<file path="config.mk">
export PLATFORM = sky130hd
export DESIGN_NAME = bmem_arbiter
export DESIGN_NICKNAME = d
export VERILOG_FILES = /design/src/rtl/bmem_arb_pkg.sv /design/src/rtl/bmem_rr_pick.sv /design/src/rtl/bmem_arbiter.sv
export SDC_FILE = /design/constraint.sdc
export NUM_CORES = 2
export LEC_CHECK = 0
export BUFFER_PORTS_ARGS = -buffer_cell sky130_fd_sc_hd__buf_4
export CORE_AREA = 2 2 402 404
export CTS_BUF_LIST = sky130_fd_sc_hd__clkbuf_8 sky130_fd_sc_hd__clkbuf_16
export DETAILED_ROUTE_END_ITERATION = 7
export DIE_AREA = 0 0 404 406
export PLACE_DENSITY = 0.48
export SKIP_CTS_REPAIR_TIMING = 1
export SLEW_MARGIN = 25
export SYNTH_ARGS = -nofsm -noshare
export SYNTH_HDL_FRONTEND = slang
export SYNTH_SLANG_ARGS = --single-unit
</file>
<file path="constraint.sdc">
create_clock -name clk -period 41.7 [get_ports clk]
set_clock_uncertainty 0.2 [all_clocks]
set_input_delay 6.255 -clock clk [delete_from_list [all_inputs] [get_ports clk]]
set_output_delay 6.255 -clock clk [all_outputs]
set_load 0.05 [all_outputs]
</file>
<file path="src/rtl/bmem_arb_pkg.sv">
// Shared sizing and types for the instruction/data cache arbiter in front of
// the single banked-memory port.
package bmem_arb_pkg;

    localparam int LINE_W           = 256;
    localparam int BEAT_W           = 64;
    localparam int BEATS            = LINE_W / BEAT_W;
    localparam int LINE_OFFSET_BITS = 5;

    localparam logic [31:0] LINE_MASK = ~((32'd1 << LINE_OFFSET_BITS) - 32'd1);

    typedef enum logic [2:0] {
        IDLE,
        RD_REQ,
        RD_WAIT,
        WR_BURST,
        RESP
    } arb_state_t;

    typedef enum logic {
        REQ_I = 1'b0,
        REQ_D = 1'b1
    } requester_t;

    // Cache-line aligned version of a byte address.
    function automatic logic [31:0] line_addr(input logic [31:0] addr);
        return addr & LINE_MASK;
    endfunction

endpackage

</file>
<file path="src/rtl/bmem_rr_pick.sv">
// Two-way round-robin picker: bit 0 is the icache, bit 1 the dcache.
// On a tie the requester that was not granted last time wins.
module bmem_rr_pick
    import bmem_arb_pkg::*;
(
    input  logic [1:0] req,
    input  logic       last,
    output logic [1:0] grant
);

    always_comb begin
        grant = 2'b00;
        case (req)
            2'b01:   grant = 2'b01;
            2'b10:   grant = 2'b10;
            2'b11:   grant = (last == REQ_D) ? 2'b01 : 2'b10;
            default: grant = 2'b00;
        endcase
    end

endmodule

</file>
<file path="src/rtl/bmem_arbiter.sv">
// Shares the 64-bit bmem port between icache and dcache line transactions,
// running one four-beat read or write burst at a time on behalf of the winner.
module bmem_arbiter
    import bmem_arb_pkg::*;
(
    input  logic              clk,
    input  logic              rst,

    input  logic [31:0]       i_dfp_addr,
    input  logic              i_dfp_read,
    output logic [LINE_W-1:0] i_dfp_rdata,
    output logic              i_dfp_resp,

    input  logic [31:0]       d_dfp_addr,
    input  logic              d_dfp_read,
    input  logic              d_dfp_write,
    input  logic [LINE_W-1:0] d_dfp_wdata,
    output logic [LINE_W-1:0] d_dfp_rdata,
    output logic              d_dfp_resp,

    output logic [31:0]       bmem_addr,
    output logic              bmem_read,
    output logic              bmem_write,
    output logic [BEAT_W-1:0] bmem_wdata,
    input  logic              bmem_ready,
    input  logic [31:0]       bmem_raddr,
    input  logic [BEAT_W-1:0] bmem_rdata,
    input  logic              bmem_rvalid
);

    arb_state_t        state;
    arb_state_t        state_next;
    requester_t        owner;
    requester_t        last_grant;
    logic [1:0]        beat;
    logic [31:0]       addr_q;
    logic [LINE_W-1:0] wdata_q;
    logic [LINE_W-1:0] line_buf;
    logic [LINE_W-1:0] i_rdata_q;
    logic [LINE_W-1:0] d_rdata_q;
    logic [1:0]        req;
    logic [1:0]        grant;
    logic              beat_hit;
    logic              last_beat;

    assign req       = {d_dfp_read | d_dfp_write, i_dfp_read};
    assign beat_hit  = bmem_rvalid && (bmem_raddr == addr_q);
    assign last_beat = (beat == 2'd3);

    bmem_rr_pick u_pick (
        .req   (req),
        .last  (last_grant),
        .grant (grant)
    );

    always_ff @(posedge clk or posedge rst) begin
        if (rst) begin
            state <= IDLE;
        end else begin
            state <= state_next;
        end
    end

    // A dcache grant with write asserted becomes a write burst even if read is also high.
    always_comb begin
        state_next = state;
        unique case (state)
            IDLE: begin
                if (grant[1]) begin
                    state_next = d_dfp_write ? WR_BURST : RD_REQ;
                end else if (grant[0]) begin
                    state_next = RD_REQ;
                end
            end
            RD_REQ: begin
                if (bmem_ready) begin
                    state_next = RD_WAIT;
                end
            end
            RD_WAIT: begin
                if (beat_hit && last_beat) begin
                    state_next = RESP;
                end
            end
            WR_BURST: begin
                if (bmem_ready && last_beat) begin
                    state_next = RESP;
                end
            end
            RESP:    state_next = IDLE;
            default: state_next = IDLE;
        endcase
    end

    // The owner's rdata register is loaded together with the final beat so the
    // completed line is already visible during the response cycle.
    always_ff @(posedge clk or posedge rst) begin
        if (rst) begin
            owner      <= REQ_I;
            last_grant <= REQ_D;
            beat       <= '0;
            addr_q     <= '0;
            wdata_q    <= '0;
            line_buf   <= '0;
            i_rdata_q  <= '0;
            d_rdata_q  <= '0;
        end else begin
            case (state)
                IDLE: begin
                    if (grant != 2'b00) begin
                        owner      <= grant[1] ? REQ_D : REQ_I;
                        last_grant <= grant[1] ? REQ_D : REQ_I;
                        addr_q     <= line_addr(grant[1] ? d_dfp_addr : i_dfp_addr);
                        wdata_q    <= d_dfp_wdata;
                        beat       <= '0;
                    end
                end
                RD_REQ: begin
                    beat <= '0;
                end
                RD_WAIT: begin
                    if (beat_hit) begin
                        line_buf[int'(beat)*BEAT_W +: BEAT_W] <= bmem_rdata;
                        beat <= beat + 2'd1;
                        if (last_beat) begin
                            if (owner == REQ_D) begin
                                d_rdata_q <= {bmem_rdata, line_buf[LINE_W-BEAT_W-1:0]};
                            end else begin
                                i_rdata_q <= {bmem_rdata, line_buf[LINE_W-BEAT_W-1:0]};
                            end
                        end
                    end
                end
                WR_BURST: begin
                    if (bmem_ready) begin
                        beat <= beat + 2'd1;
                    end
                end
                default: ;
            endcase
        end
    end

    // Everything on the bmem side is decoded from registered state only.
    always_comb begin
        bmem_read  = 1'b0;
        bmem_write = 1'b0;
        bmem_addr  = '0;
        bmem_wdata = '0;
        i_dfp_resp = 1'b0;
        d_dfp_resp = 1'b0;
        case (state)
            RD_REQ: begin
                bmem_read = 1'b1;
                bmem_addr = addr_q;
            end
            WR_BURST: begin
                bmem_write = 1'b1;
                bmem_addr  = addr_q;
                bmem_wdata = wdata_q[int'(beat)*BEAT_W +: BEAT_W];
            end
            RESP: begin
                i_dfp_resp = (owner == REQ_I);
                d_dfp_resp = (owner == REQ_D);
            end
            default: ;
        endcase
    end

    assign i_dfp_rdata = i_rdata_q;
    assign d_dfp_rdata = d_rdata_q;

endmodule

</file>
==> impl_metrics.toml <==
[detailed_routing]
drt_first_iter_violations = 1685
dr.pass1.iters = 4
wire_per_inst_um = 22.7
drc = 0
vias_per_cell = 4.33
drtAntennaViolNets = 0
dr_total_vias = 28500
wl_mm = 150

[cts]
cts_buffers = 115
cts_tree = "yes"
cts_buffer_depth = 3
root_buffer = "clkbuf_16"
cts_max_level = 3
cts_sinks = 994
clk_latency_ps = 740
clk_pin_slew_worst_paths_ps = 60

[timing]
maxSlewViolCount = 0
worst_slew_pin_slew_ps = 1030
maxSlewHeadroom_pct = 31.3
tns_ps = 0
rsz0062_at_grt = "no"
fmax_mhz = 89.2
period_needed_ps = 11210
setup_viol = 0
setup_ws_ps = 30490
hold_violations = 0
finalCritPeriodShare_pct = 26.9

[final_layout]
nets = 4816
finish.utilization_pct = 35.0
syn_to_final_growth_pct = 32.7
drive_gt1_share_pct = 41.4
n_fill_cell = 16100

[setup_path]
cp_data_arrival_time_ps = 11580
crit_path_max_incr_delay_ps = 810
crit_required_ps = 42070
path_cells = "buf_4, xor2_1, nor4_1, nand4_1, nor4_4, buf_4, buf_4, buf_12, mux2_2"
cpMostUsedCell = "buf_4"
start_kind = "input pin"
crit_fanout = 144
crit_path_end_kind = "flop"
slowest_stage = "nand4_1"
path_class = "in2reg"

[synthesis]
synthFlopType = "dfrtp_1"
avgSynthCellArea_um2 = 12.4
ys_seq_area_share_pct = 59.0
synth_async_sr_flop_share_pct = 100
synth-edff-count = 0
yosysMostFrequentCell = "nand2_1"
synthTopCellsByCount = "994 x nand2_1, 993 x dfrtp_1, 273 x mux2_2"
synth_top_area_share_pct = 58.9
yosys_warnings = 0
synthCells = 3409
synth_area_leader_cell = "dfrtp_1"
synth_area_leaders = "dfrtp_1 59%, nand2_1 8.9%, mux2_4 8.5%"
synth_seq_cells = 994
synth_area_um2 = 42200
ys_types = 44

[min_path]
min_path_type = "reg2reg"

[global_route]
grt_pass1_wl_mm = 215
first_global_vias = 29400
grtUsageTotal_pct = 17.8
grt_overflow = 0
grt_max_degree = 145
antenna_found_initial = 15

[floorplanning]
die_h_um = 406
die_x_um = 404
coreArea_um2 = 160000
start_util_pct = 26.4
pin_count = 1035
dieArea_um2 = 164000
rows = 147

[power_and_ir_drop]
ir_drop_mv = 0.0431
cellLeakagePower_uw = 0.0298
pwr_density_cell_nw_per_um2 = 54.3

[place]
dp_slack_ps = 30100
dp_hpwl_mm = 105
portBuffers = 1019
gp_congestion = 0.868

[flow_run]
cap_violations = 0

[outcome]
status = "finished clean"
==> flip-flops by register name, indices dropped and copies added, names as in the netlist <==
register / flops
addr_q: 27
beat: 2
d_dfp_rdata: 256
i_dfp_rdata: 256
last_grant: 1
line_buf: 192
owner: 1
state: 3
wdata_q: 256
==> worst max-delay path: cells and delay by family <==
family,cells,cell delay (ps)
xor+xnor,1,160
buf+inv,4,2350
mux,1,410
simple gates,3,1980
==> layout make-up <==
cell class / instances / area, µm² / area share [%]
well taps: 2086 / 2610 / 4.67
inverters: 204 / 773 / 1.38
clock inverters: 60 / 604 / 1.08
flip-flops and latches: 994 / 24900 / 44.5
multi-input cells: 2009 / 15500 / 27.8
repair buffers: 1064 / 8060 / 14.4
diodes: 12 / 30.0 / 0.0537
clock buffers: 154 / 3410 / 6.11
==> cells in the final DEF (no fill, tap or decap), types with 7 or more instances in the layout <==
| master | count |
|---|---|
| buf_4 | 1058 |
| nand2_1 | 994 |
| dfrtp_1 | 990 |
| mux2_2 | 273 |
| mux2_4 | 240 |
| inv_1 | 222 |
| mux2i_1 | 219 |
| clkbuf_16 | 115 |
| and3_1 | 65 |
| mux4_2 | 64 |
| clkbuf_8 | 39 |
| o21ai_0 | 28 |
| and2_1 | 27 |
| clkinv_2 | 23 |
| xor2_1 | 15 |
| diode_2 | 12 |
| nor2b_1 | 9 |
| bufinv_16 | 7 |
==> cells by family after synthesis <==
logic type               share of synthesized area (%)
AND/OR/NAND/NOR                                   11.0
AO/OA/AOI/OAI                                    0.576
flip-flops                                        59.0
adder cells (fa/ha/maj)                          0.148
XOR/XNOR                                         0.436
buffers and inverters                             4.33
other                                          0.00890
multiplexers                                      24.5
==> per-layer routing <==
| layer | routed length (µm) | up-vias | GRT usage (%) | share of wire (%) |
|---|---|---|---|---|
| li1 | - | 13200 | - | - |
| met1 | 63000 | 14200 | 22.4 | 42 |
| met4 | 5720 | 2 | 6.79 | 3.8 |
| met3 | 13100 | 216 | 6.66 | 8.7 |
| met2 | 67900 | 886 | 27.7 | 45 |
| met5 | 16 | - | 0 | 0.011 |
==> metrics by stage <==
stage / hold WS [ps] / std cells / power [µW] / cell area, µm²
after floorplan: 240 / 3413 / 1740 / 42200
after detailed placement: 258 / 6356 / 2020 / 51800
after CTS: 273 / 6570 / 3090 / 55900
after global placement: 255 / 6356 / 2010 / 51800
final: 267 / 6583 / 3040 / 55900
after global routing: 286 / 6582 / 3210 / 55900
==> report_power, final <==
group	switching (µW)	internal (µW)
Sequential	103	1110
Clock	435	617
Combinational	493	282
Total	1030	2010
==> worst paths after layout <==
| check | from | end | slack, ps | cells after the start |
|---|---|---|---|---|
| worst max-delay path | bmem_raddr[16] | i_dfp_rdata[132]$_DFFE_PP0P_ | 30490 | 9 |
| worst max register to register | addr_q[11]$_DFFE_PP0P_ | i_dfp_rdata[132]$_DFFE_PP0P_ | 35670 | 8 |
| worst min register to register | wdata_q[108]$_DFFE_PP0P_ | wdata_q[108]$_DFFE_PP0P_ | 270 | 2 |
| max in group asynchronous | rst | i_dfp_rdata[153]$_DFFE_PP0P_ | 32240 | 7 |
| min in group asynchronous | rst | i_dfp_rdata[253]$_DFFE_PP0P_ | 5460 | 2 |
| worst min-delay path | wdata_q[108]$_DFFE_PP0P_ | wdata_q[108]$_DFFE_PP0P_ | 270 | 2 |
Power figures use the tool's default switching activity.
